[src/rtl/if_fetch.sv]
// Instruction fetch front-end: issues 64-bit i-cache lookups, buffers fetch groups, feeds decode one word per cycle.
// Define IF_FETCH_FAULT_EN to record bus errors per group and stall fetch after a faulting group until a redirect.
module if_fetch #(
    parameter logic [31:0] BOOT_ADDR  = 32'h8000_0000,
    parameter int          FIFO_DEPTH = 4
) (
    input  logic        clk_i,
    input  logic        rst_i,
    input  logic        branch_request_i,
    input  logic [31:0] branch_pc_i,
    input  logic        fence_i_i,
    output logic        icache_rd_o,
    output logic [31:0] icache_pc_o,
    output logic        icache_flush_o,
    output logic        icache_invalidate_o,
    input  logic        icache_accept_i,
    input  logic        icache_valid_i,
    input  logic        icache_error_i,
    input  logic [63:0] icache_inst_i,
    output logic        fetch_valid_o,
    output logic [31:0] fetch_instr_o,
    output logic [31:0] fetch_pc_o,
    output logic        fetch_fault_o,
    input  logic        fetch_accept_i
);
    localparam int AW = $clog2(FIFO_DEPTH);
    localparam logic [AW+1:0] DEPTH_C = (AW+2)'(FIFO_DEPTH);

    logic [28:0]   pc_r;
    logic          skip_r;
    logic          pend_r;
    logic          drop_r;
    logic          stall_r;
    logic          word_r;
    logic          flush_r;
    logic [28:0]   req_pc_r;
    logic          req_skip_r;
    logic [AW-1:0] wr_ptr_r;
    logic [AW-1:0] rd_ptr_r;
    logic [AW:0]   count_r;

    logic [63:0]   fifo_inst_r  [FIFO_DEPTH];
    logic [28:0]   fifo_pc_r    [FIFO_DEPTH];
    logic          fifo_start_r [FIFO_DEPTH];

    logic [AW+1:0] occ_s;
    logic          accept_s;
    logic          resp_s;
    logic          push_s;
    logic          pop_s;
    logic          consume_s;
    logic          word_sel_s;
    logic          unused_s;

    // Outstanding request counts as an occupied slot so a response always has room.
    assign occ_s       = {1'b0, count_r} + (AW+2)'(pend_r);
    assign icache_rd_o = !rst_i && !branch_request_i && !stall_r && !flush_r &&
                         (!pend_r || icache_valid_i) && (occ_s < DEPTH_C);
    assign icache_pc_o         = {pc_r, 3'b000};
    assign icache_flush_o      = flush_r;
    assign icache_invalidate_o = 1'b0;

    assign accept_s  = icache_rd_o && icache_accept_i;
    assign resp_s    = icache_valid_i && pend_r;
    assign push_s    = resp_s && !drop_r && !branch_request_i;
    assign word_sel_s = word_r | fifo_start_r[rd_ptr_r];

    assign fetch_valid_o = (count_r != {(AW+1){1'b0}});
    assign fetch_instr_o = word_sel_s ? fifo_inst_r[rd_ptr_r][63:32] : fifo_inst_r[rd_ptr_r][31:0];
    assign fetch_pc_o    = {fifo_pc_r[rd_ptr_r], word_sel_s, 2'b00};
    assign consume_s     = fetch_accept_i && fetch_valid_o;
    assign pop_s         = consume_s && word_sel_s;

`ifdef IF_FETCH_FAULT_EN
    logic fifo_fault_r [FIFO_DEPTH];
    assign fetch_fault_o = fifo_fault_r[rd_ptr_r] && fetch_valid_o;
    assign unused_s      = ^branch_pc_i[1:0];

    // Fault bit travels with its fetch group.
    always_ff @(posedge clk_i) begin
        if (push_s) begin
            fifo_fault_r[wr_ptr_r] <= icache_error_i;
        end
    end
`else
    assign fetch_fault_o = 1'b0;
    assign unused_s      = ^{branch_pc_i[1:0], icache_error_i};
`endif

    // Fetch-group payload storage; contents are qualified by count_r so no reset is needed.
    always_ff @(posedge clk_i) begin
        if (push_s) begin
            fifo_inst_r[wr_ptr_r]  <= icache_inst_i;
            fifo_pc_r[wr_ptr_r]    <= req_pc_r;
            fifo_start_r[wr_ptr_r] <= req_skip_r;
        end
    end

    // fence.i becomes a single-cycle registered flush pulse.
    always_ff @(posedge clk_i or posedge rst_i) begin
        if (rst_i) begin
            flush_r <= 1'b0;
        end else begin
            flush_r <= fence_i_i;
        end
    end

    // Fetch control: PC sequencing, request tracking, redirect and FIFO bookkeeping.
    always_ff @(posedge clk_i or posedge rst_i) begin
        if (rst_i) begin
            pc_r       <= BOOT_ADDR[31:3];
            skip_r     <= BOOT_ADDR[2];
            pend_r     <= 1'b0;
            drop_r     <= 1'b0;
            stall_r    <= 1'b0;
            word_r     <= 1'b0;
            req_pc_r   <= BOOT_ADDR[31:3];
            req_skip_r <= 1'b0;
            wr_ptr_r   <= {AW{1'b0}};
            rd_ptr_r   <= {AW{1'b0}};
            count_r    <= {(AW+1){1'b0}};
        end else if (branch_request_i) begin
            pc_r     <= branch_pc_i[31:3];
            skip_r   <= branch_pc_i[2];
            pend_r   <= pend_r && !icache_valid_i;
            drop_r   <= pend_r && !icache_valid_i;
            stall_r  <= 1'b0;
            word_r   <= 1'b0;
            wr_ptr_r <= {AW{1'b0}};
            rd_ptr_r <= {AW{1'b0}};
            count_r  <= {(AW+1){1'b0}};
        end else begin
            if (accept_s) begin
                pend_r     <= 1'b1;
                pc_r       <= pc_r + 29'd1;
                skip_r     <= 1'b0;
                req_pc_r   <= pc_r;
                req_skip_r <= skip_r;
            end else if (resp_s) begin
                pend_r <= 1'b0;
            end
            if (resp_s) begin
                drop_r <= 1'b0;
            end
            if (push_s) begin
                wr_ptr_r <= wr_ptr_r + AW'(1'b1);
`ifdef IF_FETCH_FAULT_EN
                if (icache_error_i) begin
                    stall_r <= 1'b1;
                end
`endif
            end
            if (pop_s) begin
                rd_ptr_r <= rd_ptr_r + AW'(1'b1);
            end
            if (consume_s) begin
                word_r <= !word_sel_s;
            end
            case ({push_s, pop_s})
                2'b10:   count_r <= count_r + (AW+1)'(1'b1);
                2'b01:   count_r <= count_r - (AW+1)'(1'b1);
                default: count_r <= count_r;
            endcase
        end
    end
endmodule

[config.mk]
export PLATFORM = sky130hd
export DESIGN_NAME = if_fetch
export DESIGN_NICKNAME = d
export VERILOG_FILES = /design/src/rtl/if_fetch.sv
export SDC_FILE = /design/constraint.sdc
export NUM_CORES = 1
export LEC_CHECK = 0
export BUFFER_PORTS_ARGS = -buffer_cell sky130_fd_sc_hd__buf_4
export CORE_MARGIN = 3
export CORE_UTILIZATION = 63
export DETAILED_ROUTE_END_ITERATION = 10
export GPL_TIMING_DRIVEN = 0
export MAX_ROUTING_LAYER = met4
export PLACE_DENSITY = 0.95
export SLEW_MARGIN = 40
export SYNTH_ARGS = -nofsm -noshare
export SYNTH_HDL_FRONTEND = slang
export SYNTH_SLANG_ARGS = --single-unit
[constraint.sdc]
create_clock -name clk_i -period 6.4 [get_ports clk_i]
set_input_delay 0.32 -clock clk_i [delete_from_list [all_inputs] [get_ports clk_i]]
set_output_delay 0.32 -clock clk_i [all_outputs]
set_load 0.02 [all_outputs]
After elaboration in Yosys (flattened, before gate mapping)
Memories as Yosys holds them, arrays and structs flattened.
Index checks and enable logic that the tools add are counted.
{ "word_totals": {"reg_bits": 71, "mem_bits_rw": 376, "in_bits": 104, "wordCells": 72, "n_memories": 3} }
{ "op_classes": {"addsub": 6, "n_lt_le_gt_ge": 1, "eq_ne": 2, "muxes": 19, "bitwise": 2, "n_reduce_logical": 28} }
{ "memory_table": {"columns": ["memory", "depth", "width", "rd", "rd_clocked_by_memory_dff", "wr", "line_no", "text"], "rows": [
  ["fifo_inst_r", 4, 64, 1, 0, 1, "42", "logic [63:0] fifo_inst_r [FIFO_DEPTH];"],
  ["fifo_pc_r", 4, 29, 1, 0, 1, "43", "logic [28:0] fifo_pc_r [FIFO_DEPTH];"],
  ["fifo_start_r", 4, 1, 1, 0, 1, "44", "logic fifo_start_r [FIFO_DEPTH];"]
]} }
{ "op_table": {"columns": ["op", "n"], "rows": [
  ["$mux W29", 2],
  ["$mux W32", 1],
  ["$add A29 B1 Y29 const B", 1],
  ["$logic_and A1 B1 Y1", 11],
  ["$mux W1", 10],
  ["$reduce_bool A2 Y1", 5],
  ["$reduce_bool A3 Y1", 3],
  ["$mux W2", 4],
  ["$logic_not A1 Y1", 7],
  ["$pmux W3 S2", 1],
  ["$add A2 B1 Y2 const B", 2],
  ["$add A3 B1 Y4", 1],
  ["$lt A4 B3 Y1 const B", 1],
  ["$add A3 B1 Y3 const B", 1],
  ["$mux W3", 1],
  ["$sub A3 B1 Y3 const B", 1],
  ["$eq A2 B1 Y1 const B", 1],
  ["$eq A2 B2 Y1 const B", 1],
  ["$reduce_and A2 Y1", 1],
  ["$logic_or A1 B1 Y1", 1],
  ["$not A1 Y1", 1],
  ["$or A1 B1 Y1", 1]
]} }

Depth between registers and ports, before layout
Gate-level depths: netlist of the first run.
{ "logic_depth": {"word_depth": 8, "depth_mapped": 9} }

Worst setup path after synthesis of the first run
No wires, ideal clock.
{ "synth_timing": {"path_type": "reg-to-reg", "startpoint": "reg drop_r", "endpoint": "mem fifo_inst_r[0][0], enable pin", "arrival_time_ns": 3.107, "path_slack_ns": 2.829, "path_stages_with_launch": 4, "n_path_buf": 1, "path_cell_list": "dfrtp_1 > and3b_1 > clkbuf_1 > and3_1"} }
{ "synth_between": {"elab_chain_len": 5} }
{ "synth_lines": {"columns": ["item", "line_no", "text"], "rows": [
  ["start: declaration", "32", "logic drop_r;"],
  ["start signal: assignment", "126", "drop_r <= pend_r && !icache_valid_i;"],
  ["$logic_not A1 Y1", "65", "assign push_s = resp_s && !drop_r && !branch_request_i;"],
  ["$logic_and A1 B1 Y1 (2 in series)", "65", null],
  ["$mux W1", "92", "if (push_s) begin"],
  ["$mux W1 (implied by the code)", "93", "fifo_inst_r[wr_ptr_r] <= icache_inst_i;"],
  ["end: declaration", "42", null]
]} }
Every way passes these cells.

Worst setup path after layout of the first run
{ "layout_timing": {"startpoint": "reg rd_ptr_r[1]", "endpoint": "out fetch_instr_o[26]"} }
{ "layout_between": {"elab_chain_len": 3} }
{ "layout_lines": {"columns": ["item", "line_no", "text"], "rows": [
  ["start: declaration", "39", "logic [AW-1:0] rd_ptr_r;"],
  ["start signal: assignment", "120", "rd_ptr_r <= {AW{1'b0}};"],
  ["start signal: assignment", "130", "rd_ptr_r <= {AW{1'b0}};"],
  ["start signal: assignment", "154", "rd_ptr_r <= rd_ptr_r + AW'(1'b1);"],
  ["$mem_v2 Z4 W1", null, null],
  ["$or A1 B1 Y1", "66", "assign word_sel_s = word_r | fifo_start_r[rd_ptr_r];"],
  ["$mux W32 (*)", "69", "assign fetch_instr_o = word_sel_s ? fifo_inst_r[rd_ptr_r][63:32] : fifo_inst_r[rd_ptr_r][31:0];"],
  ["end: declaration", "21", "output logic [31:0] fetch_instr_o,"]
]} }
Every way passes the cells marked *; elsewhere a longest branch is shown, timed or not.

==> qor.yml, run 1 <==
run_status:
  outcome: "completed"
critical_path:
  critical_path.top_delay_family: "buffers and inverters"
  cp.depth: 9
  cp_max_fo: 10
  crit_path_end_kind: "output pin"
  start_kind: "register"
  crit_required_ns: 6.08
  slowest_delay_ns: 0.52
  reg2reg_depth: 5
  r2r_start: "drop_r"
  r2r_end: "fifo_inst_r[2][5]"
  critical_path_class: "register to output pin"
  cp.arrival_ns: 3.22
  cpMaxStageDelayCell: "clkbuf_1"
  critPathBufInv: 4
  cp_common_cell: "buf_4"
  crit_chain: "buf_4 -> mux2i_1 -> a22o_1 -> buf_2 -> clkbuf_1 -> nand2_1 -> nand3_1 -> and4_1 -> buf_4"
  r2r_slack_ns: 3.92
placement:
  gp_congestion: 0.903
  port_buffers: 193
  dp.cells: 1859
  dp_hpwl_um: 28500
routing:
  routed_via_density: 6.24
  wl_met3_um: 6010
  wl_met1_um: 15900
  wire_per_inst_um: 23.6
  first_pass_iters: 6
  drt_iter0_drc: 1997
  drc_errors: 0
  ant_nets: 0
  wl_met2_um: 23800
  vias: 12600
  top_layer: "met4"
  wl_um: 47400
floorplanning:
  core.rowCount: 60
  start_util_pct: 64.9
  dieArea_um2: 30100
  dieWidth_um: 173
  core-area_um2: 27300
  io_pins: 205
  die_h_um: 173
synth:
  yosysTopAreaCellShare_pct: 63.9
  synth_cell_types: 56
  synth-seq-cells: 447
  synth_xor_area_share_pct: 0.743
  synth_compound_area_share_pct: 2.35
  synth_mux_area_share_pct: 4.15
  synth_edf_count: 376
  avgSynthCellArea_um2: 13.8
  synth-simple-area-share_pct: 16.1
  synth_fa_ha_area_share_pct: 0.467
  synth-seq-area-share_pct: 73.9
  synth.area.top_cells: "edfxtp_1, dfrtp_1, nand2_1"
  synth_top_family_by_area: "simple AND/OR/NAND/NOR gates"
  synthesis.area_um2: 17700
  ys_warn_count: 0
  synth_cells: 1277
  synth_top_cell_by_area: "edfxtp_1"
  synthArstFlopShare_pct: 15.9
  synth_ff_type: "edfxtp_1"
cts:
  tritoncts: "yes"
  cts_buffer_depth: 3
  cts-root-buf: "clkbuf_16"
  cts_setup_buffers: 0
  clk_latency_ns: 0.53
  cts_buffers: 43
  h-tree-depth: 2
  path_clk_slew_ns: 0.06
  cts-resized-gates: 0
  clock_sinks: 447
  cts-hold-fix-buffers: 73
power:
  p_leak_nw: 8.22
  powerDensity_nw_per_um2: 296
  peakVddDrop_mv: 0.223
  totalPowerFinal_w: 0.00651
sta:
  finalCriticalPeriod_ns: 3.54
  slew_headroom_pct: 50.1
  tightest_slew_ns: 0.749
  slew_violations: 0
  fmax_mhz: 282
  grt_setup_unrepaired: "false"
  tns_ns: 0
  finalCritPeriodShare_pct: 55.3
  finalHoldViolations: 0
  skew_ns: 0.0190
  setup_violations: 0
  fin_hold_ws_ns: 0.0177
global_route:
  first_global_vias: 13000
  grt.total_usage_pct: 32.6
  grt_pass1_wl_um: 74300
  grt-ovfl-total: 0
  antenna_found_initial: 0
  grt_start_max_net_pins: 40
min_path:
  hold_class: "primary input to register"
  hold_depth: 3
  holdPathEnd: "pc_r[7]"
  min_from: "branch_pc_i[10]"
finish:
  multi_input_area_um2: 4250
  seq_area_um2: 13100
  num-fill-cells: 1377
  fin_cells: 2013
  layout.nets: 1715
  drive_gt1_share_pct: 20.9
  fin_util_pct: 80.8
  area_growth_pct: 24.6
run:
  cap_viol_max_count: 0
## through the flow
step	setup slack (ns)	area, µm²
4_1_cts	2.90	22000
5_1_grt	2.72	22000
3_3_place_gp	1.09	19600
3_5_place_dp	3.55	19900
2_1_floorplan	2.83	17700
6_report	2.86	22000
## placed cells by master (no fill, tap or decap), drive strengths merged, types with 18 or more instances in the layout
cell and instances:
and4 38, buf 242, clkbuf 94, clkinv 21, dfrtp 69, dlygate4sd3 73
edfxtp 376, mux4 29, nand2 374, nand3 138, nor2 18, o21ai 23
## registers in the layout, indices dropped and copies added, names as in the netlist
register and cells:
fifo_pc_r 116, drop_r 1, fifo_start_r 4, word_r 1, req_pc_r 29, req_skip_r 1, count_r 3, pend_r 1
pc_r 29, skip_r 1, fifo_inst_r 256, icache_flush_o 1, rd_ptr_r 2, wr_ptr_r 2
## cells by family (layout without fill, tap and decap cells)
family	Yosys count	in the layout
DFF	447	447
adders and majority gates	6	6
buffers and inverters	89	446
xor gates and xnor gates	15	15
and+or+nand+nor	620	620
AOI/OAI and AO/OA	62	62
other	1	8
muxes	37	37
## tightest hold or removal path, cell delays in order
cell and delay (ns):
buf_4 0.07, nand2_1 0.04, o21ai_0 0.06
## routing by layer
layer  vias up  global-route usage [%]
li1       5315                       -
met3       191                    7.05
met4         0                    11.5
met1      5938                    41.0
met2      1111                    53.3
met5         -                       -
## report_power, final
group / switching (W) / total, W / leakage (nW) / internal [W]
clock: 0.00105 / 0.00254 / 0.713 / 0.00148
sequential: 0.000102 / 0.00338 / 4.29 / 0.00328
combinational: 0.000359 / 0.000598 / 3.22 / 0.000239
total: 0.00151 / 0.00651 / 8.22 / 0.00500
## worst max-delay path by stage
stage                     start                end  slack [ns]
2_1_floorplan            drop_r  fifo_inst_r[0][0]        2.83
3_3_place_gp   branch_request_i  fifo_inst_r[2][8]        1.09
3_5_place_dp        rd_ptr_r[1]  fetch_instr_o[24]        3.55
4_1_cts             rd_ptr_r[1]  fetch_instr_o[24]        2.90
5_1_grt             rd_ptr_r[1]  fetch_instr_o[26]        2.72
6_report            rd_ptr_r[1]  fetch_instr_o[26]        2.86
## cell usage after synthesis (2+ instances only)
cell      instances
a21oi_1           9
a211oi_1          2
a221o_1           2
nand2b_1          2
edfxtp_1        376
mux4_2           29
nand2_1         374
xor2_1            8
a211o_1           2
or4_1             2
nor3_1            6
xnor2_1           7
mux2i_1           8
clkbuf_1         39
and3_1           10
buf_4             9
nor4_1            2
ha_1              5
a21boi_0          2
o311ai_0          3
and2_1            4
nor2b_1           3
inv_1            11
buf_1            10
buf_2            19
nand3_1         138
and4_1           38
nor2_1           18
o211ai_1          5
dfstp_2           2
dfrtp_1          69
nand4_1          14
or3_1             4
o21ai_0          23
## layout make-up
type                            count  area share, %
Buffer                             78           1.63
Clock inverter                     26           1.07
Clock buffer                       54           5.40
Antenna cell                        1         0.0114
Sequential cell                   447           59.3
Tap cell                          372           2.11
Multi-Input combinational cell    747           19.3
Timing Repair Buffer              277           10.9
Inverter                           11          0.210
Power figures use the tool's default switching activity.
==> run 2, diff against run 1 <==
--- a/config.mk
+++ b/config.mk
@@ -7,11 +7,11 @@
 export LEC_CHECK = 0
 export BUFFER_PORTS_ARGS = -buffer_cell sky130_fd_sc_hd__buf_4
 export CORE_MARGIN = 3
-export CORE_UTILIZATION = 63
+export CORE_UTILIZATION = 58
 export DETAILED_ROUTE_END_ITERATION = 10
 export GPL_TIMING_DRIVEN = 0
 export MAX_ROUTING_LAYER = met4
-export PLACE_DENSITY = 0.95
+export PLACE_DENSITY = 0.9
 export SLEW_MARGIN = 40
 export SYNTH_ARGS = -nofsm -noshare
 export SYNTH_HDL_FRONTEND = slang
==> constraint.sdc (replaced) <==
create_clock -name clk_i -period 3.44 [get_ports clk_i]
set_input_delay 0.172 -clock clk_i [delete_from_list [all_inputs] [get_ports clk_i]]
set_output_delay 0.172 -clock clk_i [all_outputs]
set_load 0.02 [all_outputs]
==> run 2 against run 1 <==
  * Global-route usage decreased by 4.1 points
  * Clock power increased by 100%
  * Combinational power increased by 87%
  * Final cell count increased by 2.1%
  * Non-clock buffer count increased by 24
  * Critical endpoint is now fetch_instr_o[30]
  * Largest power group unchanged
==> qor.yml, run 2 (synthesized netlist as in run 1, its figures left out) <==
placement:
  gp_congestion: 0.892  # -1.2%
  dp_hpwl_um: 28100  # -1.6%
  port_buffers: 193  # unchanged
  dp.cells: 1877  # +0.97%
  place_ws_ns: 0.819  # -2.73 ns
finish:
  drive_gt1_share_pct: 20.7  # -0.18 points
  top_register: "fifo_inst_r"
  area_growth_pct: 27.0
  mostFrequentLayoutCells: "edfxtp_1, nand2_1, buf_4"
  final_common_cell: "edfxtp_1"
  largest_reg_flops: 256  # unchanged
  fin_cells: 2055  # +2.1%
  layout.nets: 1740  # +1.5%
  largestRegisters: "fifo_inst_r: 256 flops, fifo_pc_r: 116 flops"
cts:
  tritoncts: "yes"
  cts_setup_buffers: 0  # unchanged
  path_clk_slew_ns: 0.06  # about the same
  clk_latency_ns: 0.52  # about the same
  cts-root-buf: "clkbuf_16"
  clock_sinks: 447  # unchanged
  cts_buffer_depth: 3  # unchanged
  cts_buffers: 44  # +2.3%
  h-tree-depth: 2  # unchanged
routing:
  drc_errors: 0  # unchanged
  vias: 12300  # -1.8%
  top_layer: "met4"
  wl_met2_um: 23100  # -2.8%
  routed_via_density: 6.00  # -3.9%
  first_pass_iters: 6  # unchanged
  ant_nets: 0  # unchanged
  wl_met3_um: 4850  # -19%
  drt_iter0_drc: 1324  # -34%
  wire_per_inst_um: 22.3  # -5.5%
  wl_um: 45700  # -3.5%
  wl_met1_um: 16600  # +4.8%
floorplanning:
  dieWidth_um: 181  # +4.1%
  dieArea_um2: 32600  # +8.3%
  core.rowCount: 63  # +5.0%
  io_pins: 205  # unchanged
  die_h_um: 181  # +4.1%
  start_util_pct: 59.2  # -5.7 points
  core-area_um2: 29900  # +9.6%
power:
  powerDensity_nw_per_um2: 560  # +89%
  internal_power_w: 0.00976  # +95%
  p_leak_nw: 8.37  # +1.8%
  power_switching_w: 0.00281  # +86%
  peakVddDrop_mv: 0.358  # +61%
  power_frac_comb_pct: 8.9  # -0.3 points
  power_switching_share_pct: 22.4  # -0.86 points
  seqPwrFrac_pct: 50.0  # -1.9 points
  power_frac_clock_pct: 41.1  # +2.2 points
run_status:
  outcome: "completed"
critical_path:
  reg2reg_depth: 7  # +2
  r2r_start: "count_r[1]"
  r2r_slack_ns: 0.95  # -2.97 ns
  critical_path_class: "register to output pin"
  endpoint: "fetch_instr_o[30]"
  start_kind: "register"
  crit_required_ns: 3.27  # -2.81 ns
  startpoint: "rd_ptr_r[1]"
  cp_max_fo: 10  # unchanged
  cp.arrival_ns: 3.04  # -0.18 ns
  crit_path_end_kind: "output pin"
  r2r_end: "req_pc_r[18]"
sta:
  tightest_slew_ns: 0.753  # +0.00393 ns
  worst_slack_ns: 0.224  # -2.64 ns
  slew_violations: 0  # unchanged
  finalCritPeriodShare_pct: 93.5
  tns_ns: 0  # unchanged
  setup_violations: 0  # unchanged
  slew_headroom_pct: 49.8  # -0.26 points
  skew_ns: 0.0164  # -0.00260 ns
  fmax_mhz: 311
  grt_setup_unrepaired: "false"
  finalHoldViolations: 0  # unchanged
  finalCriticalPeriod_ns: 3.22
global_route:
  grt-ovfl-total: 0  # unchanged
  antenna_found_initial: 1  # +1
  grt.total_usage_pct: 28.5  # -4.1 points
  grt_start_max_net_pins: 52  # +30%
  grt_pass1_wl_um: 70600  # -4.9%
  first_global_vias: 12700  # -2.0%
min_path:
  hold_class: "primary input to register"
run:
  cap_viol_max_count: 0  # unchanged
run 2: cell count changes in the layout (fill, tap and decap cells not counted), moves of 2 or more:
| cell | before | now |
|---|---|---|
| clkinv_1 | 7 | 3 |
| bufinv_16 | 4 | 9 |
| clkinvlp_4 | 0 | 3 |
| clkbuf_1 | 45 | 47 |
| clkinv_2 | 13 | 6 |
| dlygate4sd3_1 | 73 | 97 |
run 2: layer usage:
layer | global-route usage (%) | up-vias
met3 | 5.63 | 120
met5 | - | -
met1 | 35.7 | 5943
met4 | 8.54 | 0
li1 | - | 5384
met2 | 47.8 | 876
run 2: metrics by stage:
stage	utilization (%)	total power, W	hold WS, ns	area [µm²]
after detailed placement	66.6	0.00739	0.142	19900
after global placement	65.7	0.00733	0.282	19600
after floorplan	-	0.00687	0.203	17700
after global routing	75.1	0.0129	0.0261	22400
final	75.1	0.0126	0.0442	22400
after CTS	75.1	0.0126	0.00672	22400
run 2: power by group through the flow:
stage          registers [W]  logic (W)  clock network [W]
3_5_place_dp         0.00639   0.000996                  0
2_1_floorplan        0.00637   0.000505                  0
6_report             0.00629    0.00112            0.00516
3_3_place_gp         0.00637   0.000957                  0
5_1_grt              0.00630    0.00120            0.00542
4_1_cts              0.00628    0.00110            0.00520
run 2: how the worst min path moves through the flow:
stage,start,end,depth (start not counted)
final,fetch_accept_i,word_r,3
after detailed placement,rst_i,icache_flush_o,2
after CTS,branch_request_i,pc_r[19],4
after global placement,fence_i_i,icache_flush_o,1
after floorplan,fence_i_i,icache_flush_o,0
after global routing,branch_request_i,pc_r[19],4
run 2: critical path, cell delays in order (launching register included):
cell	delay, ns
dfrtp_1	0.32
buf_4	0.16
mux2i_1	0.28
a22o_1	0.24
buf_2	0.25
buf_1	0.59
nand2_1	0.15
nand3_1	0.12
and4_1	0.25
buf_4	0.16
run 2: timing repair:
item	4_1_cts	5_1_grt
hold buffers	97	0
gates resized for setup	0	0
endpoints found under the hold margin	359	0
run 2: cell type report:
class,instances,area (µm²)
Tap cell,390,488
Timing Repair Buffer,301,2650
Sequential cell,447,13100
Clock inverter,23,352
Clock buffer,57,1220
Multi-Input combinational cell,747,4250
Inverter,11,46.3
Antenna cell,1,2.50
Fill cell,1678,7430
Buffer,78,359
